$ cat src/rtl/spi_command_dispatcher.sv
// Decodes framed SPI bytes into sprite-RAM write strobes (SAVE) and 48-bit draw records (DRAW).
// Latency: one cycle from a byte's byte_valid to its write strobe, error pulse or FIFO entry.
// Backpressure: byte input is never stalled; draw records that find the FIFO full are dropped and counted.

// Small first-word-fall-through FIFO with occupancy count.
// Latency: a push is visible at the head one cycle later; a pop frees its slot on the same edge.
// Backpressure: push is accepted while not full, or when full if a pop happens in the same cycle.
module spi_cmd_fifo #(
  parameter int W     = 48,
  parameter int DEPTH = 8,
  parameter int CW    = $clog2(DEPTH) + 1
) (
  input  logic          clock,
  input  logic          reset,
  input  logic          push_i,
  input  logic [W-1:0]  push_dat_i,
  input  logic          pop_i,
  output logic          push_ok_o,
  output logic          vld_o,
  output logic [W-1:0]  dat_o,
  output logic [CW-1:0] count_o
);

  localparam int AW = CW - 1;

  logic [W-1:0]  mem_q [DEPTH];
  logic [AW-1:0] wr_ptr_q;
  logic [AW-1:0] rd_ptr_q;
  logic [CW-1:0] count_q;
  logic          pop_ok;
  logic          push_ok;

  // A full FIFO still takes a push when the head leaves on the same edge.
  assign pop_ok  = pop_i && (count_q != '0);
  assign push_ok = push_i && ((count_q < CW'(DEPTH)) || pop_ok);

  // Storage array; contents are qualified by count so it needs no reset.
  always_ff @(posedge clock) begin
    if (push_ok) begin
      mem_q[wr_ptr_q] <= push_dat_i;
    end
  end

  // Pointer and occupancy bookkeeping; pointers wrap naturally since DEPTH is a power of 2.
  always_ff @(posedge clock) begin
    if (reset) begin
      wr_ptr_q <= '0;
      rd_ptr_q <= '0;
      count_q  <= '0;
    end else begin
      if (push_ok) begin
        wr_ptr_q <= wr_ptr_q + 1'b1;
      end
      if (pop_ok) begin
        rd_ptr_q <= rd_ptr_q + 1'b1;
      end
      case ({push_ok, pop_ok})
        2'b10:   count_q <= count_q + 1'b1;
        2'b01:   count_q <= count_q - 1'b1;
        default: count_q <= count_q;
      endcase
    end
  end

  assign push_ok_o = push_ok;
  assign vld_o     = (count_q != '0);
  // Head is forced to zero when empty so the output reads 0 out of reset.
  assign dat_o     = (count_q != '0) ? mem_q[rd_ptr_q] : '0;
  assign count_o   = count_q;

endmodule

module spi_command_dispatcher #(
  parameter logic [7:0] CMD_SAVE_SPRITE = 8'h01,
  parameter logic [7:0] CMD_DRAW_SPRITE = 8'h02,
  parameter int         SPRITE_ID_W     = 5,
  parameter int         FIFO_DEPTH      = 8
) (
  input  logic                         clock,
  input  logic                         reset,
  input  logic                         cs,
  input  logic                         byte_valid,
  input  logic [7:0]                   byte_data,
  output logic                         mem_we,
  output logic [SPRITE_ID_W+8:0]       mem_addr,
  output logic [7:0]                   mem_wdata,
  output logic                         draw_valid,
  output logic [47:0]                  draw_data,
  input  logic                         draw_ready,
  output logic [$clog2(FIFO_DEPTH):0]  fifo_count,
  output logic                         busy,
  output logic                         err_unknown_cmd,
  output logic                         err_bad_id,
  output logic [7:0]                   drop_count
);

  localparam int CW = $clog2(FIFO_DEPTH) + 1;

  typedef enum logic [1:0] {
    S_IDLE      = 2'd0,
    S_SAVE_ID   = 2'd1,
    S_SAVE_PIX  = 2'd2,
    S_DRAW_ARGS = 2'd3
  } state_t;

  state_t                 state_q;
  logic [SPRITE_ID_W-1:0] sprite_id_q;
  logic                   suppress_q;
  logic [8:0]             pix_cnt_q;
  logic [2:0]             arg_cnt_q;
  logic [39:0]            args_q;
  logic                   mem_we_q;
  logic [SPRITE_ID_W+8:0] mem_addr_q;
  logic [7:0]             mem_wdata_q;
  logic                   err_unk_q;
  logic                   err_bad_q;
  logic [7:0]             drop_q;

  logic                   byte_in;
  logic [15:0]            id_ext;
  logic                   id_bad;
  logic                   draw_push_d;
  logic [47:0]            draw_rec_d;
  logic                   push_ok;

  // A byte only counts when the frame is active; cs wins over a coincident byte.
  assign byte_in = byte_valid && !cs;

  // Widened compare so the range check also works when SPRITE_ID_W covers the whole byte.
  assign id_ext = {8'd0, byte_data};
  assign id_bad = (id_ext >= (16'd1 << SPRITE_ID_W));

  // The sixth argument byte completes the record and is pushed on the same edge.
  assign draw_push_d = byte_in && (state_q == S_DRAW_ARGS) && (arg_cnt_q == 3'd5);
  assign draw_rec_d  = {args_q, byte_data};

  // Command sequencer: decodes opcodes, walks argument/pixel bytes, drives registered strobes.
  always_ff @(posedge clock) begin
    if (reset) begin
      state_q     <= S_IDLE;
      sprite_id_q <= '0;
      suppress_q  <= 1'b0;
      pix_cnt_q   <= '0;
      arg_cnt_q   <= '0;
      args_q      <= '0;
      mem_we_q    <= 1'b0;
      mem_addr_q  <= '0;
      mem_wdata_q <= '0;
      err_unk_q   <= 1'b0;
      err_bad_q   <= 1'b0;
    end else begin
      mem_we_q  <= 1'b0;
      err_unk_q <= 1'b0;
      err_bad_q <= 1'b0;
      if (cs) begin
        // Frame abort: drop any partial command, keep whatever was already written.
        state_q     <= S_IDLE;
        sprite_id_q <= '0;
        suppress_q  <= 1'b0;
        pix_cnt_q   <= '0;
        arg_cnt_q   <= '0;
        args_q      <= '0;
      end else if (byte_in) begin
        case (state_q)
          S_IDLE: begin
            if (byte_data == CMD_SAVE_SPRITE) begin
              state_q <= S_SAVE_ID;
            end else if (byte_data == CMD_DRAW_SPRITE) begin
              state_q   <= S_DRAW_ARGS;
              arg_cnt_q <= '0;
            end else begin
              err_unk_q <= 1'b1;
            end
          end
          S_SAVE_ID: begin
            // An out-of-range id still consumes the full pixel payload, just silently.
            sprite_id_q <= byte_data[SPRITE_ID_W-1:0];
            suppress_q  <= id_bad;
            err_bad_q   <= id_bad;
            pix_cnt_q   <= '0;
            state_q     <= S_SAVE_PIX;
          end
          S_SAVE_PIX: begin
            if (!suppress_q) begin
              mem_we_q    <= 1'b1;
              mem_addr_q  <= {sprite_id_q, pix_cnt_q};
              mem_wdata_q <= byte_data;
            end
            pix_cnt_q <= pix_cnt_q + 1'b1;
            if (pix_cnt_q == 9'd511) begin
              state_q    <= S_IDLE;
              suppress_q <= 1'b0;
            end
          end
          S_DRAW_ARGS: begin
            args_q    <= {args_q[31:0], byte_data};
            arg_cnt_q <= arg_cnt_q + 1'b1;
            if (arg_cnt_q == 3'd5) begin
              state_q   <= S_IDLE;
              arg_cnt_q <= '0;
            end
          end
          default: state_q <= S_IDLE;
        endcase
      end
    end
  end

  // Count records lost to a full FIFO, sticking at 255.
  always_ff @(posedge clock) begin
    if (reset) begin
      drop_q <= '0;
    end else if (draw_push_d && !push_ok && (drop_q != 8'hFF)) begin
      drop_q <= drop_q + 1'b1;
    end
  end

  spi_cmd_fifo #(
    .W     (48),
    .DEPTH (FIFO_DEPTH),
    .CW    (CW)
  ) u_draw_fifo (
    .clock      (clock),
    .reset      (reset),
    .push_i     (draw_push_d),
    .push_dat_i (draw_rec_d),
    .pop_i      (draw_ready),
    .push_ok_o  (push_ok),
    .vld_o      (draw_valid),
    .dat_o      (draw_data),
    .count_o    (fifo_count)
  );

  assign mem_we          = mem_we_q;
  assign mem_addr        = mem_addr_q;
  assign mem_wdata       = mem_wdata_q;
  assign busy            = (state_q != S_IDLE);
  assign err_unknown_cmd = err_unk_q;
  assign err_bad_id      = err_bad_q;
  assign drop_count      = drop_q;

endmodule

$ cat config.mk
export PLATFORM = sky130hd
export DESIGN_NAME = spi_command_dispatcher
export DESIGN_NICKNAME = d
export VERILOG_FILES = /design/src/rtl/spi_command_dispatcher.sv
export SDC_FILE = /design/constraint.sdc
export NUM_CORES = 1
export LEC_CHECK = 0
export CORE_UTILIZATION = 55
export DETAILED_ROUTE_END_ITERATION = 12
export GPL_TIMING_DRIVEN = 0
export PLACE_DENSITY = 0.72
export SETUP_SLACK_MARGIN = 0.1
export SYNTH_ARGS = -nofsm -noshare
export SYNTH_HDL_FRONTEND = slang
export SYNTH_SLANG_ARGS = --single-unit
export TNS_END_PERCENT = 50
$ cat constraint.sdc
create_clock -name clock -period 16.6 [get_ports clock]
set_input_delay 1.66 -clock clock [delete_from_list [all_inputs] [get_ports clock]]
set_output_delay 1.66 -clock clock [all_outputs]
set_load 0.02 [all_outputs]
== Word level (Yosys, flattened, before mapping) ==
Memories as Yosys holds them, arrays and structs flattened. A register that Yosys moved wholly into a read port is not among the register bits.
Index checks and enable logic that the tools add are counted.
Cells by class
  $add $sub $neg: 7
  multiplexer cells: 20
  $lt $le $gt $ge: 2
  equality and inequality tests: 15
  reductions and logical operators: 27
  bitwise gates (word level): 6
Operators by type and width (count)
  two-way mux 48 bit: 1
  case mux 9 bit (2 select lines): 1
  two-way mux 3 bit: 5
  AND reduction 4 bit: 3
  adder 3 x 1 -> 3 bit, second input constant: 3
  adder 9 x 1 -> 9 bit, second input constant: 1
  == test 9 bit, second input constant: 1
  adder 8 x 1 -> 8 bit, second input constant: 1
  == test 8 x 1 -> 1 bit, second input constant: 1
  == test 8 x 2 -> 1 bit, second input constant: 1
  >= comparator 8 x 6 -> 1 bit, second input constant: 1
  two-way mux 2 bit: 4
  != test 8 bit, second input constant: 1
  case mux 2 bit (4 select lines): 1
  case mux 4 bit (2 select lines): 1
  nonzero test 2 bit: 4
  OR reduction 4 bit: 2
  logical AND 1 bit: 7
  == test 2 bit, second input constant: 3
  != test 2 bit, second input constant: 3
  inverter 1 bit: 6
  case mux 3 bit (2 select lines): 1
  AND reduction 2 bit: 3
  two-way mux 1 bit: 5
  15 further kinds: 17
Storage, ports and cells
  memory bits (writable): 384
  memories: 1
  bits in registers: 103
  input port bits: 13
Memory list
  u_draw_fifo.mem_q: words 8, bits a word 48, read ports 1, clocked after memory_dff 1, write ports 1, line 26  | logic [W-1:0] mem_q [DEPTH];

== Depth between registers and ports, before layout ==
  word-level depth: 8
  mapped depth: 11

== Modules after synthesis ==
From an unflattened synthesis, not the netlist that was laid out.
Unflattened totals
  cell total of the unflattened synthesis: 1134
  area, all modules: 18945.7 um^2
By module, submodules not included
  spi_cmd_fifo: sequential area each 11791.3 um^2, times used 1, cells an instance 684, area each 15274.6 um^2
  spi_command_dispatcher: sequential area each 1861.8 um^2, times used 1, cells an instance 450, area each 3671.0 um^2

== Worst setup path before layout ==
Ideal clock, no wire load.
  path kind: input -> register
  start point: input cs
  end point: memory u_draw_fifo.mem_q[0][0] (enable)
  path buffers: 1
  setup slack: 9.081 ns
  data required time: 16.026 ns
  cell stages on the path: 4
  arrival: 6.945 ns
  library setup time: 0.574 ns
  cell sequence: and3b_1 clkbuf_1 nand3_1 nor4_1
On the way
  cells in the longest elaborated chain, start to end: 7
Ends and longest elaborated chain
  start, declared: line 81  | input logic cs,
  zero test 1 bit: line 127  | assign byte_in = byte_valid && !cs;
  logical AND 1 bit: line 127
  logical AND 1 bit (2 in series): line 134  | assign draw_push_d = byte_in && (state_q == S_DRAW_ARGS) && (arg_cnt_q == 3'd5);
  logical AND 1 bit: line 35  | assign push_ok = push_i && ((count_q < CW'(DEPTH)) || pop_ok);
  two-way mux 1 bit: line 39  | if (push_ok) begin
  two-way mux 1 bit (not written as such): line 40  | mem_q[wr_ptr_q] <= push_dat_i;
  end, declared: line 26
No other way between the ends.

==> run_results.csv <==
group,metric,value,unit
status,status,"complete, no violations",
drt,avgRoutedWirePerCell,22.13,um
floorplanning,ioPinCount,100,
cells_and_area,area_delta_synth_final,19.56,%
clocking,cts_resized,0,
cells_and_area,nets,1339,
global_routing,grtUsageTotal,0.2344,
floorplanning,core_area,33530,um2
placed_design,place_congestion,0.7662,
cells_and_area,drive_gt1_frac,0.1731,
power,p_total,2.403,mW
yosys,syn_avg_cell_area,16.64,um2
global_routing,grt_pass1_vias,10710,
yosys,synth.largest_area_cell,"edfxtp_1",
timing,drv_slew,0,
yosys,yosys_warnings,0,
yosys,yosys-top-cells-area,"edfxtp_1, mux4_2, dfxtp_1",
drt,viasPerCell,5.799,
yosys,syn_nets,1154,
cells_and_area,multi_input_area,4912,um2
timing,tightest_slew,1.058,ns
drt,drtPass1Iterations,5,
cells_and_area,fillers,2301,
worst_setup_path,r2r_end,"u_draw_fifo.mem_q[2][35]",
timing,rsz0062_at_grt,"no",
cells_and_area,seq_area,13650,um2
yosys,synth_top_area_frac,0.6137,
hold_path,hold_depth,2,
global_routing,grt_pass1_wl,61890,um
drt,routed_wirelength,39830,um
floorplanning,dieArea,34910,um2
job,maxCapViolations,0,
drt,drc_errors,0,
clocking,clk_pin_slew,0.06,ns
clocking,cts_tree,"done",
worst_setup_path,reg2regPathDepth,8,
global_routing,antenna_found_initial,0,
power,peakVddDrop,74.39,uV
timing,setup_viol,0,
yosys,synth_commonest_cells,"edfxtp_1, nand2_1, dfxtp_1",
yosys,synthesis.area,18790,um2
yosys,synth_edf_count,384,
floorplanning,die_width,186.8,um
yosys,ys_seq_area_frac,0.7266,
floorplanning,start_util,0.5604,
global_routing,overflow,0,
worst_setup_path,crit_type,"register to primary output",
yosys,synth_cell_types,50,
yosys,async_flop_share,0,
yosys,synthCells,1129,
timing,layout_min_cycle_time,5.573,ns
drt,ant_nets,0,
timing,hold_viol_final,0,
timing,post-route-period-util,0.3357,
placed_design,hpwl,26240,um
yosys,ys_ff_latch,490,
worst_setup_path,crit_required,14.94,ns
global_routing,grt_max_degree,22,
clocking,ctsLongestPathBuffers,3,
worst_setup_path,r2r_slack,13.04,ns
placed_design,io_buffers,98,
cells_and_area,antennaDiodeCount,0,
clocking,clkSinkCount,490,
yosys,ys.flop_type,"edfxtp_1",
clocking,cts_made_buffers,46,
cells_and_area,fin_util,0.6700,
clocking,clk_latency,0.55,ns
drt,drt_first_iter_violations,945,
worst_setup_path,startpoint_type,"register",
timing,fin_worst_skew,0.009714,ns
clocking,post-cts-setup-buffers,0,
worst_setup_path,crit_path_end_kind,"primary output",
worst_setup_path,worstReg2RegStart,"state_q[0]",
power,leakage,7.402,nW
timing,timing.slew.headroom,0.2945,
floorplanning,rows,67,
hold_path,holdCritStartpoint,"mem_wdata[0]",
floorplanning,die_h,186.8,um
clocking,ctsHoldBuffers,0,
worst_setup_path,cp_max_fo,10,
yosys,synth.most_common_cell,"edfxtp_1",
worst_setup_path,cp_data_arrival_time,3.91,ns
clocking,root_buffer,"clkbuf_16",
hold_path,hp-class,"register to register",
timing,fmax,179.4,MHz
hold_path,min_to,"mem_wdata[0]",
timing,fin_setup_tns,0,ns
power,powerDensity,106.9,nW/um2
drt,vias,10440,
clocking,htree_levels,2,
==> metrics by stage <==
stage                     worst slack [ns]  cell area [um2]  std cells  hold slack [ns]
after floorplan                      9.081            18790       1129           0.4321
after detailed placement             11.37            20880       1714           0.4473
after global routing                 10.90            22470       1800           0.4728
after global placement               3.413            20330       1675           0.4458
final                                11.03            22470       1800           0.4547
after CTS                            11.02            22470       1800           0.4598
==> cell families after synthesis <==
group / synth area share
fa+ha+maj: 0.007990
buf+inv: 0.01492
compound gates: 0.03249
xor+xnor: 0.006059
simple gates: 0.06912
flops: 0.7266
mux: 0.1428
==> cell usage in the layout (no fill, tap or decap), types with 9 or more instances in the layout <==
cell type and count:
clkdlybuf4s50_1 98, nand2_1 138, nor2_1 68, mux4_2 96
dfxtp_1 106, buf_6 21, a21oi_1 83, buf_4 12
clkbuf_8 15, nand3_1 14, mux2i_1 51, ha_1 12
clkbuf_1 64, clkbuf_16 50, edfxtp_1 384, xor2_1 9
==> worst max-delay path, cell delays in order, from the launching register on <==
cell and delay, ns:
dfxtp_1 0.32, clkbuf_1 0.48, clkbuf_1 0.67, clkbuf_1 0.65
mux4_2 0.40, mux2i_1 0.23, nor2_1 0.07, clkdlybuf4s50_1 0.55
==> metal layers <==
metal	routed length [um]	up-vias	global-route usage
met3	2492	78	0.03865
met2	19270	335	0.3823
met5	0	-	0
met1	17050	5313	0.3282
met4	1016	0	0.07156
li1	-	4712	-
==> final cells by class <==
cell class / count / share of cell area
Sequential cell: 490 / 0.6077
Multi-Input combinational cell: 570 / 0.2186
Timing Repair Buffer: 137 / 0.06538
Clock buffer: 81 / 0.06755
Tap cell: 448 / 0.02495
Inverter: 7 / 0.001170
Buffer: 62 / 0.01131
Clock inverter: 5 / 0.003286
==> report_power, final <==
group	total, mW	internal (mW)	leakage, nW	switching (mW)
registers	1.31	1.31	4.85	0.0000419
logic	0.0163	0.00475	1.77	0.0116
clock network	1.08	0.648	0.781	0.431
==> flip-flops by register name, summed over array words and instances (netlist names), named ones only <==
signal                count
pix_cnt_q                 9
drop_count                8
err_bad_id                1
u_draw_fifo.wr_ptr_q      3
u_draw_fifo.mem_q       384
mem_wdata                 8
err_unknown_cmd           1
mem_addr                 14
suppress_q                1
sprite_id_q               5
mem_we                    1
state_q                   2
args_q                   40
u_draw_fifo.rd_ptr_q      3
u_draw_fifo.count_o       4
arg_cnt_q                 3
==> how the worst max path moves through the flow <==
stage,end,start,slack (ns),depth (start not counted)
after floorplan,u_draw_fifo.mem_q[0][0],cs,9.08,4
after global placement,u_draw_fifo.mem_q[0][32],byte_valid,3.41,5
after detailed placement,u_draw_fifo.mem_q[2][32],byte_valid,11.37,8
after CTS,draw_data[38],register,11.02,7
after global routing,draw_data[21],register,10.90,7
final,draw_data[38],register,11.03,7
Note: power is estimated with default switching activity, not from simulation.
